**src/rtl/if_fetch_sequencer.sv**
```systemverilog
// ---------------------------------------------------------------------------
// if_fetch_sequencer
//
// Runs instruction fetches for the IF stage over the shared memory bus. It
// takes a word address from the PC logic and performs the request / grant /
// ready handshake with the bus arbiter. The fetched instruction is returned
// through a registered output with a one-cycle valid strobe. The block also
// produces the stall signal for the IF/ID pipeline register.
//
// If a flush arrives while an access is outstanding, the bus transaction still
// completes, but its data is discarded. If the bus does not assert ready within
// TIMEOUT cycles after the grant, the access is abandoned. In that case a NOP
// is delivered and bus_err is pulsed. If the access was flushed, no NOP is
// delivered and only bus_err is pulsed.
//
// Ports:
//   clk, reset          clock, synchronous active-high reset
//   fetch_en            PC logic requests a fetch of fetch_addr
//   fetch_addr          word address, sampled only when a fetch starts
//   flush               pipeline flush; the current fetch is not delivered
//   bus_req, bus_addr   request and latched address towards the arbiter
//   bus_gnt             arbiter grant
//   bus_rdy, bus_rd_data  read data valid strobe and read data
//   insn, insn_valid    registered instruction and its one-cycle strobe
//   fetch_busy          combinational stall into the IF/ID register
//   bus_err             one-cycle pulse on bus timeout
// ---------------------------------------------------------------------------
module if_fetch_sequencer #(
  parameter int unsigned         ADDR_W   = 30,
  parameter int unsigned         DATA_W   = 32,
  parameter int unsigned         TIMEOUT  = 255,
  parameter logic [DATA_W-1:0]   NOP_INSN = '0
) (
  input  logic              clk,
  input  logic              reset,
  input  logic              fetch_en,
  input  logic [ADDR_W-1:0] fetch_addr,
  input  logic              flush,
  output logic              bus_req,
  output logic [ADDR_W-1:0] bus_addr,
  input  logic              bus_gnt,
  input  logic              bus_rdy,
  input  logic [DATA_W-1:0] bus_rd_data,
  output logic [DATA_W-1:0] insn,
  output logic              insn_valid,
  output logic              fetch_busy,
  output logic              bus_err
);

  localparam int unsigned CNT_W = $clog2(TIMEOUT + 1);
  localparam logic [CNT_W-1:0] CNT_LAST = CNT_W'(TIMEOUT - 1);

  typedef enum logic [1:0] {
    IDLE,
    REQ,
    ACCESS,
    DISCARD
  } state_t;

  state_t            state_q, state_d;
  logic              bus_req_q, bus_req_d;
  logic [ADDR_W-1:0] bus_addr_q, bus_addr_d;
  logic [DATA_W-1:0] insn_q, insn_d;
  logic              insn_valid_q, insn_valid_d;
  logic              bus_err_q, bus_err_d;
  logic [CNT_W-1:0]  cnt_q, cnt_d;
  logic              timeout_hit;

  // The wait counter starts at zero on the grant, so this match occurs in the
  // TIMEOUT-th cycle after the grant.
  assign timeout_hit = (cnt_q == CNT_LAST);

  always_comb begin
    state_d      = state_q;
    bus_req_d    = bus_req_q;
    bus_addr_d   = bus_addr_q;
    insn_d       = insn_q;
    insn_valid_d = 1'b0;
    bus_err_d    = 1'b0;
    cnt_d        = cnt_q;

    unique case (state_q)
      IDLE: begin
        // While insn_valid is high, the consumer is still advancing the PC,
        // so we hold off for one cycle before starting the next fetch.
        if (fetch_en && !insn_valid_q && !flush) begin
          bus_addr_d = fetch_addr;
          bus_req_d  = 1'b1;
          state_d    = REQ;
        end
      end

      REQ: begin
        if (bus_gnt) begin
          cnt_d   = '0;
          state_d = flush ? DISCARD : ACCESS;
        end else if (flush) begin
          bus_req_d = 1'b0;
          state_d   = IDLE;
        end
      end

      ACCESS: begin
        if (bus_rdy) begin
          bus_req_d = 1'b0;
          state_d   = IDLE;
          if (!flush) begin
            insn_d       = bus_rd_data;
            insn_valid_d = 1'b1;
          end
        end else if (timeout_hit) begin
          // A timeout takes priority over a flush in the same cycle: the
          // access is terminated either way. The flush only suppresses
          // delivery of the substituted NOP.
          bus_req_d = 1'b0;
          bus_err_d = 1'b1;
          state_d   = IDLE;
          if (!flush) begin
            insn_d       = NOP_INSN;
            insn_valid_d = 1'b1;
          end
        end else begin
          // The counter keeps running across the move to DISCARD, so the
          // timeout deadline is unaffected by the flush.
          cnt_d = cnt_q + CNT_W'(1);
          if (flush) begin
            state_d = DISCARD;
          end
        end
      end

      DISCARD: begin
        if (bus_rdy) begin
          bus_req_d = 1'b0;
          state_d   = IDLE;
        end else if (timeout_hit) begin
          bus_req_d = 1'b0;
          bus_err_d = 1'b1;
          state_d   = IDLE;
        end else begin
          cnt_d = cnt_q + CNT_W'(1);
        end
      end

      default: begin
        state_d   = IDLE;
        bus_req_d = 1'b0;
      end
    endcase
  end

  always_ff @(posedge clk) begin
    if (reset) begin
      state_q      <= IDLE;
      bus_req_q    <= 1'b0;
      bus_addr_q   <= '0;
      insn_q       <= NOP_INSN;
      insn_valid_q <= 1'b0;
      bus_err_q    <= 1'b0;
      cnt_q        <= '0;
    end else begin
      state_q      <= state_d;
      bus_req_q    <= bus_req_d;
      bus_addr_q   <= bus_addr_d;
      insn_q       <= insn_d;
      insn_valid_q <= insn_valid_d;
      bus_err_q    <= bus_err_d;
      cnt_q        <= cnt_d;
    end
  end

  assign bus_req    = bus_req_q;
  assign bus_addr   = bus_addr_q;
  assign insn       = insn_q;
  assign insn_valid = insn_valid_q;
  assign bus_err    = bus_err_q;
  // The downstream register advances only when an instruction is delivered,
  // or when no fetch is being requested.
  assign fetch_busy = (state_q != IDLE) | (fetch_en & ~insn_valid_q);

endmodule
```
**config.mk**
```make
export PLATFORM = sky130hd
export DESIGN_NAME = if_fetch_sequencer
export DESIGN_NICKNAME = d
export VERILOG_FILES = /design/src/rtl/if_fetch_sequencer.sv
export SDC_FILE = /design/constraint.sdc
export NUM_CORES = 1
export LEC_CHECK = 0
export CAP_MARGIN = 10
export CELL_PAD_IN_SITES_DETAIL_PLACEMENT = 1
export CELL_PAD_IN_SITES_GLOBAL_PLACEMENT = 1
export CORE_MARGIN = 1
export CORE_UTILIZATION = 31
export DETAILED_ROUTE_END_ITERATION = 10
export GPL_TIMING_DRIVEN = 0
export PLACE_DENSITY = 0.86
export SLEW_MARGIN = 15
export SYNTH_ARGS = -nofsm -noshare
export SYNTH_HDL_FRONTEND = slang
export SYNTH_SLANG_ARGS = --single-unit
```
**constraint.sdc**
```tcl
create_clock -name clk -period 2.6 [get_ports clk]
set_input_delay 0.52 -clock clk [delete_from_list [all_inputs] [get_ports clk]]
set_output_delay 0.52 -clock clk [all_outputs]
set_load 0.01 [all_outputs]
```
==> flow_summary_export.csv <==
group,metric,value,unit
drt,first_iter_violations,78,
synthesis,async_reset_ff_share,0,%
synthesis,synth-compound-area-share,21.2,%
grt,grt_pass1_vias,2653,
critical_path,timing_worst_setup_path_type,"reg -> out",
finish,syn_to_final_growth,62.1,%
clock_network,cts_hold_buf,0,
finish,drive_above_1_share,8.73,%
power_and_ir_drop,p_total,2.52,mW
power_and_ir_drop,p_int,1.93,mW
grt,grt-ovfl-total,0,
synthesis,synth-xor-area-share,0.644,%
power_and_ir_drop,peakVddDrop,0.270,mV
drt,vias_per_cell,4.94,
power_and_ir_drop,p_sw,592,uW
synthesis,ys_seq_area_share,55.2,%
synthesis,synth_cell_type_count,40,
die,die_w,95.7,um
sta,finClkSkew,0.0109,ns
power_and_ir_drop,power_frac_comb,12.0,%
finish,num-fill-cells,928,
sta,slew_violations,0,
clock_network,htree_levels,3,
clock_network,cts_sinks,75,
synthesis,ys_warn_count,0,
clock_network,clk-insertion-delay-late,0.35,ns
clock_network,path_clk_slew,0.08,ns
finish,diodes,0,
grt,grtUsageTotal,19.0,%
power_and_ir_drop,power_density,571,nW/um^2
power_and_ir_drop,leakage,1.61,nW
clock_network,clk_path_buf_depth,2,
drt,wl_per_cell,16.1,um
synthesis,syn_area,2720,um^2
min_path,hold_path_class,"reg -> reg",
critical_path,cp-start-kind,"flip-flop",
power_and_ir_drop,sw_frac_of_total,23.5,%
grt,grt_max_degree,14,
finish,ff_latch_area,1500,um^2
synthesis,synthAdderAreaFrac,0.920,%
drt,via_count,2614,
drt,drc,0,
grt,antenna_found_initial,0,
run_status,status,"finished, final reports clean",
synthesis,synth_nets,345,
critical_path,arrival,1.79,ns
clock_network,cts_buffers,9,
critical_path,crit_fanout,10,
sta,tns,0,ns
finish,nets,489,
drt,ant_nets,0,
clock_network,cts_setup_buffers,0,
place,place_ws,0.315,ns
job,maxCapViolations,0,
drt,wirelength,8.54,mm
clock_network,cts_root_buf,"clkbuf_8",
drt,dr.pass1.iters,4,
synthesis,synthesis.area_per_instance,9.89,um^2
sta,rsz0062_at_grt,"false",
grt,grt_pass1_wl,13.0,mm
sta,relSlewSlack,62.8,%
synthesis,ys.flop_type,"dfxtp_1",
sta,period_minus_slack,2.31,ns
clock_network,cts_resized,0,
sta,timing.final.hold_violations,0,
sta,fin_crit_sh,88.7,%
power_and_ir_drop,pwr-share-seq,47.6,%
power_and_ir_drop,clkPwrFrac,40.4,%
die,die_area,9150,um^2
die,core_area,8340,um^2
die,io_pins,134,
sta,tightest_slew,0.552,ns
place,gp_congestion,0.768,
die,fp.dieH,95.7,um
synthesis,synthCells,275,
synthesis,synth_mux_area_share,0,%
die,rows,33,
place,hpwl,6.34,mm
sta,setup_violations,0,
critical_path,worstSetupEndpointType,"output port",
synthesis,synth_top_family_by_area,"compound AO/OA/AOI/OAI gates",
sta,fmax,0.434,GHz
finish,multiInputGateArea,1100,um^2
synthesis,ys_seq_elements,75,
synthesis,synthSimpleGateAreaFrac,17.6,%
sta,layout_setup_ws,0.294,ns
clock_network,cts_tree,"built",
critical_path,required,2.08,ns
synthesis,synth_edf_count,0,
place,port_buffers,133,
die,start_util,32.6,%
cell usage in the layout (no fill, tap or decap), drive strengths merged, types with 3 or more instances in the layout:
| master | instances |
|---|---|
| clkdlybuf4s50 | 133 |
| dfxtp | 75 |
| nand2 | 67 |
| a21oi | 33 |
| a22o | 32 |
| clkbuf | 14 |
| buf | 13 |
| nor2 | 5 |
| o21ai | 3 |
| o211ai | 3 |
| nand2b | 3 |
| or4 | 3 |
| o31ai | 3 |
| nor3 | 3 |
| nand3 | 3 |
Yosys cell counts, types with 2 or more instances:
master / number / area (um^2)
clkbuf_1: 4 / 15.0
o21ai_0: 3 / 15.0
buf_6: 3 / 33.8
buf_2: 4 / 20.0
nor2b_1: 2 / 12.5
o31ai_1: 3 / 22.5
o211ai_1: 3 / 22.5
a21oi_1: 33 / 165
nand2b_1: 3 / 18.8
buf_4: 6 / 45.0
dfxtp_1: 75 / 1500
a22o_1: 32 / 280
or4_1: 3 / 22.5
inv_1: 2 / 7.51
ha_1: 2 / 25.0
nand3_1: 2 / 10.0
nand2_1: 67 / 251
nor3_1: 3 / 15.0
nor2_1: 4 / 15.0
final timing paths:
kind,from,slack (ns),depth (start not counted),endpoint
setup / recovery,state_q[1],0.29,4,fetch_busy
hold / removal,bus_addr[18],0.45,2,bus_addr[18]
setup reg to reg,cnt_q[0],0.88,7,insn[16]
hold reg to reg,bus_addr[18],0.45,2,bus_addr[18]
through the flow:
step                      cell area (um^2)  hold WS (ns)  util [%]  std cells
after detailed placement              4180         0.447      50.1        513
after floorplan                       2720         0.481         -        275
final                                 4410         0.454      52.9        529
after CTS                             4410         0.458      52.9        529
after global placement                4180         0.441      50.1        513
after global routing                  4410         0.479      52.9        529
routing by layer:
metal / wire length, um / track usage, %
met5: 0 / 0
met4: 100 / 5.97
met3: 944 / 9.33
met2: 4120 / 33.9
met1: 3370 / 19.3
critical path, stage by stage (launching register included):
cell	delay, ns
dfxtp_1	0.46
buf_2	0.26
nor2_1	0.07
o21ai_0	0.07
clkdlybuf4s50_1	0.58
cell families after synthesis:
group                    count (synthesis)
flip-flops                              75
AND/OR/NAND/NOR                         98
adder cells (fa/ha/maj)                  2
buffers and inverters                   19
AO/OA/AOI/OAI                           79
XOR/XNOR                                 2
flip-flops by register name, summed over array words and instances, names as in the netlist:
signal      flops
insn           32
bus_addr       30
cnt_q           8
state_q         2
bus_err         1
bus_req         1
insn_valid      1
power groups by stage:
stage | logic [mW] | registers (mW) | clock network [mW]
CTS | 0.307 | 1.20 | 1.05
floorplan | 0.0958 | 1.24 | 0
global route | 0.328 | 1.20 | 1.10
finish | 0.303 | 1.20 | 1.02
global placement | 0.297 | 1.22 | 0
detailed placement | 0.304 | 1.22 | 0
area by class of cell:
| cell class | count | share of cell area [%] |
|---|---|---|
| Multi-Input combinational cell | 181 | 24.9 |
| Sequential cell | 75 | 34.1 |
| Buffer | 17 | 2.58 |
| Clock inverter | 6 | 2.02 |
| Timing Repair Buffer | 133 | 30.2 |
| Tap cell | 105 | 2.98 |
| Inverter | 2 | 0.170 |
| Clock buffer | 10 | 3.12 |
Power figures use the tool's default switching activity.
